--- src/rtl/riscv_ex2_stage.sv ---
// EX2 execute stage: full ALU evaluation plus a 2-entry output/skid buffer toward EX3.
// Optional stall-cycle counter enabled by defining RISCV_EX2_PERF_EN.
module riscv_ex2_stage #(
  parameter int XLEN    = 32,
  parameter int SHAMT_W = 5
) (
  input  logic            clk,
  input  logic            rst_n,
  input  logic [XLEN-1:0] ex1_operand_a,
  input  logic [XLEN-1:0] ex1_operand_b,
  input  logic [4:0]      ex1_rd_addr,
  input  logic [3:0]      ex1_alu_op,
  input  logic            ex1_valid,
  output logic            ex1_ready,
  input  logic            flush,
  input  logic            ex3_stall,
  output logic [XLEN-1:0] ex2_alu_partial,
  output logic [4:0]      ex2_rd_addr,
  output logic [3:0]      ex2_alu_op,
  output logic            ex2_valid
`ifdef RISCV_EX2_PERF_EN
  ,
  output logic [31:0]     perf_stall_cycles
`endif
);

  logic              out_valid_reg, out_valid_next;
  logic              skid_valid_reg, skid_valid_next;
  logic              ex1_ready_reg, ex1_ready_next;
  logic [XLEN-1:0]   out_res_reg, skid_res_reg;
  logic [4:0]        out_rd_reg, skid_rd_reg;
  logic [3:0]        out_op_reg, skid_op_reg;

  logic              accept;
  logic              out_load, out_from_skid, skid_load;
  logic [XLEN-1:0]   alu_res;
  logic [SHAMT_W-1:0] shamt;

  assign shamt = ex1_operand_b[SHAMT_W-1:0];

  always_comb begin
    alu_res = '0;
    case (ex1_alu_op[2:0])
      3'd0: begin
        if (ex1_alu_op[3])
          alu_res = {{(XLEN-1){1'b0}}, $signed(ex1_operand_a) < $signed(ex1_operand_b)};
        else
          alu_res = ex1_operand_a + ex1_operand_b;
      end
      3'd1: begin
        if (ex1_alu_op[3])
          alu_res = {{(XLEN-1){1'b0}}, ex1_operand_a < ex1_operand_b};
        else
          alu_res = ex1_operand_a - ex1_operand_b;
      end
      3'd2: alu_res = ex1_operand_a & ex1_operand_b;
      3'd3: alu_res = ex1_operand_a | ex1_operand_b;
      3'd4: alu_res = ex1_operand_a ^ ex1_operand_b;
      3'd5: alu_res = ex1_operand_a << shamt;
      3'd6: alu_res = ex1_operand_a >> shamt;
      default: alu_res = $unsigned($signed(ex1_operand_a) >>> shamt);
    endcase
  end

  assign accept = ex1_valid && ex1_ready_reg && !flush;

  always_comb begin
    out_valid_next  = out_valid_reg;
    skid_valid_next = skid_valid_reg;
    out_load        = 1'b0;
    out_from_skid   = 1'b0;
    skid_load       = 1'b0;
    if (flush) begin
      out_valid_next  = 1'b0;
      skid_valid_next = 1'b0;
    end else if (!ex3_stall) begin
      if (skid_valid_reg) begin
        out_load        = 1'b1;
        out_from_skid   = 1'b1;
        out_valid_next  = 1'b1;
        skid_valid_next = 1'b0;
      end else begin
        out_load       = accept;
        out_valid_next = accept;
      end
    end else if (!out_valid_reg) begin
      // EX3 stalled on a bubble: fill the empty output slot directly.
      out_load       = accept;
      out_valid_next = accept;
    end else if (accept) begin
      skid_load       = 1'b1;
      skid_valid_next = 1'b1;
    end
    ex1_ready_next = !skid_valid_next;
  end

  always_ff @(posedge clk or negedge rst_n) begin
    if (!rst_n) begin
      out_valid_reg  <= 1'b0;
      skid_valid_reg <= 1'b0;
      ex1_ready_reg  <= 1'b1;
    end else begin
      out_valid_reg  <= out_valid_next;
      skid_valid_reg <= skid_valid_next;
      ex1_ready_reg  <= ex1_ready_next;
    end
  end

  // Payload registers carry no reset; they are qualified by the valid flags.
  always_ff @(posedge clk) begin
    if (out_load) begin
      if (out_from_skid) begin
        out_res_reg <= skid_res_reg;
        out_rd_reg  <= skid_rd_reg;
        out_op_reg  <= skid_op_reg;
      end else begin
        out_res_reg <= alu_res;
        out_rd_reg  <= ex1_rd_addr;
        out_op_reg  <= ex1_alu_op;
      end
    end
    if (skid_load) begin
      skid_res_reg <= alu_res;
      skid_rd_reg  <= ex1_rd_addr;
      skid_op_reg  <= ex1_alu_op;
    end
  end

  assign ex1_ready       = ex1_ready_reg;
  assign ex2_valid       = out_valid_reg;
  assign ex2_alu_partial = out_res_reg;
  assign ex2_rd_addr     = out_rd_reg;
  assign ex2_alu_op      = out_op_reg;

`ifdef RISCV_EX2_PERF_EN
  logic [31:0] perf_cnt_reg;

  always_ff @(posedge clk or negedge rst_n) begin
    if (!rst_n)
      perf_cnt_reg <= '0;
    else if (ex3_stall && out_valid_reg && (perf_cnt_reg != 32'hFFFF_FFFF))
      perf_cnt_reg <= perf_cnt_reg + 32'd1;
  end

  assign perf_stall_cycles = perf_cnt_reg;
`endif

endmodule

--- config.mk ---
export PLATFORM = sky130hd
export DESIGN_NAME = riscv_ex2_stage
export DESIGN_NICKNAME = d
export VERILOG_FILES = /design/src/rtl/riscv_ex2_stage.sv
export SDC_FILE = /design/constraint.sdc
export NUM_CORES = 1
export LEC_CHECK = 0
export ABC_AREA = 1
export CAP_MARGIN = 30
export CORE_MARGIN = 2
export CORE_UTILIZATION = 45
export DETAILED_ROUTE_END_ITERATION = 8
export RECOVER_POWER = 50
export SLEW_MARGIN = 10
export SYNTH_ARGS = -nofsm -noshare
export SYNTH_HDL_FRONTEND = slang
export SYNTH_SLANG_ARGS = --single-unit
export TNS_END_PERCENT = 100
--- constraint.sdc ---
create_clock -name clk -period 5.2 [get_ports clk]
set_input_delay 1.04 -clock clk [delete_from_list [all_inputs] [get_ports clk]]
set_output_delay 1.04 -clock clk [all_outputs]
set_load 0.005 [all_outputs]
======== Word level (Yosys, flattened, before mapping) ========
Cells that the tools add are included.
cells by class
  bitwise operators ....................... 3
  multiplexer cells ....................... 24
  equality and inequality tests ........... 6
  add/sub/neg operators ................... 2
  shift-type cells ........................ 3
  reductions and logical operators ........ 5
  magnitude comparators ................... 2
operator list
  cell                count
  $pmux 32 s7         1
  $mux 32             3
  $lt 32x32->1        2
  $add 32x32->32      1
  $and 32x32->32      1
  $or 32x32->32       1
  $shl 32x5->32       1
  $shr 32x5->32       1
  $sshr 32x5->32      1
  $sub 32x32->32      1
  $xor 32x32->32      1
  $mux 1              18
  $eq 3x3->1 const B  3
  $eq 3x2->1 const B  2
  $mux 5              1
  $mux 4              1
  $eq 3x1->1 const B  1
  $logic_not 3->1     1
  $logic_and 1x1->1   2
  $logic_not 1->1     2
storage, ports and cells
  output and inout port bits .............. 43
  input port bits ......................... 78
  flip-flop bits (word level) ............. 85

======== Depth between registers and ports, before layout ========
  depth after elaboration ................. 7
  mapped depth ............................ 22
  mapped depth without buffers ............ 19

======== Worst setup path after synthesis ========
OpenSTA, ideal clock, no wires.
  kind .................................... input port to flip-flop
  start point ............................. in ex1_valid
  end point ............................... reg out_op_reg[0], in the netlist ex2_alu_op[0] (enable)
  slack ................................... 1.429 ns
  path buffers ............................ 0
  data arrival time ....................... 3.318 ns
  data required time ...................... 4.747 ns
  setup time .............................. 0.453 ns
  cell stages on the path ................. 4
  cell sequence ........................... nand2_1 > nor2_1 > nand2_1 > a21oi_1
on the way
  word-level cells in the longest chain between the ends .. 5
  elaborated cells between the ends (all ways) .. 6
ends and longest elaborated chain
  element                            RTL line  source
  start, declared                    13        input logic ex1_valid,
  $logic_and 1x1->1 * (2 in series)  65        assign accept = ex1_valid && ex1_ready_reg && !flush;
  $mux 1, on equally long branches   77, 86
  $mux 1 *                           76        end else if (!ex3_stall) begin
  $mux 1 *                           73        if (flush) begin
  net out_load                       35        logic out_load, out_from_skid, skid_load;
  end signal, assigned               115       out_op_reg <= skid_op_reg;
  end signal, assigned               119       out_op_reg <= ex1_alu_op;
  end, declared                      32        logic [3:0] out_op_reg, skid_op_reg;
Mark *: on every way through the listed nets, which the timed path passes. The rest lies on a longest branch.
A chain may end at the register's enable or synchronous reset.

======== Worst setup path after layout ========
  start point ............................. in ex1_operand_a[15]
  end point ............................... reg out_res_reg[20], in the netlist ex2_alu_partial[20] (data pin)
on the way
  word-level cells in the longest chain between the ends .. 4
  elaborated cells between the ends (all ways) .. 9
ends and longest elaborated chain
  element                                           RTL line  source
  start, declared                                   9         input logic [XLEN-1:0] ex1_operand_a,
  $sub 32x32->32 or $add 32x32->32 (tied branches)  54, 48
  $mux 32, on equally long branches                 51, 45
  $pmux 32 s7 *                                     43        case (ex1_alu_op[2:0])
  $mux 32 *                                         112       if (out_from_skid) begin
  end signal, assigned                              113       out_res_reg <= skid_res_reg;
  end signal, assigned                              117       out_res_reg <= alu_res;
  end, declared                                     30        logic [XLEN-1:0] out_res_reg, skid_res_reg;
Every way passes the cells marked *; elsewhere a longest branch is shown, timed or not.

==> results.yml <==
status:
  status: "complete, but fails checks"
  violations: "capacitance limit, slew limit"
routing:
  via_per_inst: 5.97
  drt_iter0_markers: 2601
  drtAntennaViolNets: 0
  firstDrtPassIters: 7
  drc: 0
  num_vias: 17309
  wirelength_um: 67900
  avgRoutedWirePerCell_um: 23.4
cts:
  cts_sinks: 85
  cts_resized: 0
  cts_tree: "done"
  clockBufferDepth: 2
  post_cts.repair.setup_buffers: 0
  clk_pin_slew_ns: 0.07
  cts_max_level: 3
  insertion_delay_ns: 0.37
  root_buffer: "clkbuf_16"
  cts_hold_repair.buffers: 0
  cts_buffers: 9
floorplanning:
  dieArea_um2: 32500
  start_util_pct: 45.7
  die_h_um: 180
  rows: 64
  core_area_um2: 30600
  die_w_um: 180
  io_pins: 121
placement:
  dp_slack_ns: 0.600
  hpwl_um: 54200
  place_congestion: 1.05
  io_buffers: 120
synthesis:
  synth_compound_area_share_pct: 15.6
  syn-cell-area_um2: 14000
  synth.most_common_cell: "nand2_1"
  synth_seq_cells: 85
  yosys.area_share.simple_pct: 42.8
  avgSynthCellArea_um2: 5.70
  netlist_top_cells_count: "nand2_1 (918), inv_1 (301), nand3_1 (272)"
  syn_inst: 2454
  synth.area.mux_share_pct: 0.0716
  synth_ff_type: "edfxtp_1"
  synth_xor_area_share_pct: 0.188
  ys_async_sr_fraction_pct: 3.53
  yosys.cell_types.count: 54
  synth_top_family_by_area: "simple AND/OR/NAND/NOR gates"
  synth.area.top_cells: "nand2_1 (25%), edfxtp_1 (18%), ha_1 (10%)"
  synth_top_area_share_pct: 24.6
  ys_warn_count: 0
  synth_top_cell_by_area: "nand2_1"
  synthAdderAreaFrac_pct: 10.4
  seq_area_frac_synth_pct: 18.2
  syn-num-nets: 2647
  synth_edf_count: 82
setup_path:
  crit_end: "ex2_alu_partial[20]"
  r2r_cells: 6
  path_cells: "clkdlybuf4s50_1 -> inv_1 -> ha_1 -> nand2_1 -> nor2_1 -> inv_1 -> nor2_1 -> nand4_1 -> nand3_1 -> nand2_1 -> nand3_1 -> o21ai_0 -> nand2_1 -> nand2_1 -> nand3_1 -> nand2_1"
  start_kind: "input pin"
  cp_slowest_cell: "clkdlybuf4s50_1"
  regToRegEndpoint: "ex2_alu_partial[16]"
  cp_data_required_time_ns: 5.31
  path_buf_inv: 3
  cp_top_family: "simple AND/OR/NAND/NOR gates"
  path_class: "input pin to flop"
  critPathArrivalTime_ns: 4.46
  r2r_start: "ex1_ready"
  cpPeakStageDelay_ns: 0.73
  critical_path.max_fanout: 8
  cp.depth: 16
  cp_common_cell: "nand2_1"
  crit_path_end_kind: "flop"
  setup.worst_path.start: "ex1_operand_a[15]"
  rrSetupSlack_ns: 1.90
cells_and_area:
  nFillCells: 3319
  fin_util_pct: 50.9
  nets: 2691
  drive_gt1_share_pct: 3.44
  diodes: 0
  areaGrowthSynthToFinish_pct: 11.3
timing:
  timing.slew.headroom_pct: -57.5
  max_freq_mhz: 230
  drv_slew: 87
  hold_viol_final: 0
  rsz0062_at_grt: "false"
  period_share_pct: 83.7
  holdWs_ns: 0.519
  setup_viol: 0
  skew_ns: 0.0113
  setup_tns_ns: 0
  period_needed_ns: 4.35
  setup_slack_ns: 0.847
  tightest_slew_ns: 2.36
power_and_ir_drop:
  ir_drop_mv: 0.141
  p_per_area_nw_per_um2: 190
  p_leak_nw: 7.94
hold_path:
  holdPathStages: 2
  min_path_type: "flop to flop"
grt:
  overflow: 0
  grt_pass1_wl_um: 98400
  grt_usage_pct: 40.4
  grt_antenna_before_repair: 2
  first_global_vias: 15657
  grt_max_degree: 88
job:
  drv_cap: 3
## layer usage
metal	share of wire (%)	GRT usage [%]
met1	40	54.5
met2	39	57.7
met3	13	11.1
met4	6.8	23.0
met5	0.049	0
## layout make-up
class | instances | area, um2 | share of cell area (%)
sequential | 85 | 2540 | 16.3
timing repair buffer | 148 | 1380 | 8.89
multi-input combinational | 1938 | 9650 | 62.0
inverter | 316 | 1190 | 7.64
tap | 396 | 495 | 3.18
clock buffer | 9 | 225 | 1.45
clock inverter | 7 | 80.1 | 0.514
## per-stage QoR
stage / instances / instance area (um2) / power, mW
CTS: 2898 / 15600 / 2.91
global placement: 2882 / 15300 / 2.21
global route: 2899 / 15600 / 3.08
floorplan: 2454 / 14000 / 1.67
finish: 2899 / 15600 / 2.96
detailed placement: 2882 / 15300 / 2.21
## cell usage in the layout, fill, tap and decap left out, drive strengths merged, types with 5 or more instances in the layout
cell	n
buf	30
clkdlybuf4s50	61
nand4	17
o21bai	9
or2	11
edfxtp	82
dlygate4sd3	55
o21a	10
o22ai	6
ha	113
o221ai	12
nand2	923
o211ai	30
and2	13
a21boi	24
nand3	275
inv	318
nor3	23
nor2	176
clkbuf	11
a21oi	131
o21ai	139
a211oi	5
a221oi	5
## report_power, final
part	leakage, nW	switching [mW]	internal, mW
Sequential	0.797	0.0108	0.800
Combinational	7.00	1.02	0.423
Clock	0.148	0.322	0.380
Total	7.94	1.35	1.60
## worst reg2reg max path: stages, from the launching register on
cell      delay (ns)
dfstp_2         0.53
nand2_1         0.06
nor2_1          0.16
nand2_1         0.08
a21oi_1         0.43
clkbuf_1        1.24
buf_4           0.49
## how the worst min path moves through the flow
| stage | start | end | slack [ns] |
|---|---|---|---|
| 3_5_place_dp | skid_rd_reg[1] | ex2_rd_addr[1] | 0.50 |
| 6_report | skid_rd_reg[1] | ex2_rd_addr[1] | 0.52 |
| 5_1_grt | skid_res_reg[7] | ex2_alu_partial[7] | 0.54 |
| 2_1_floorplan | skid_rd_reg[0] | ex2_rd_addr[0] | 0.49 |
| 4_1_cts | skid_rd_reg[1] | ex2_rd_addr[1] | 0.52 |
| 3_3_place_gp | skid_res_reg[6] | ex2_alu_partial[6] | 0.50 |
## cells by family after synthesis
| family | count (synthesis) |
|---|---|
| muxes | 1 |
| buffers and inverters | 431 |
| and+or+nand+nor | 1444 |
| AOI/OAI and AO/OA | 375 |
| DFF | 85 |
| adders and majority gates | 115 |
| xor gates and xnor gates | 3 |
Note: power is estimated with default switching activity, not from simulation.
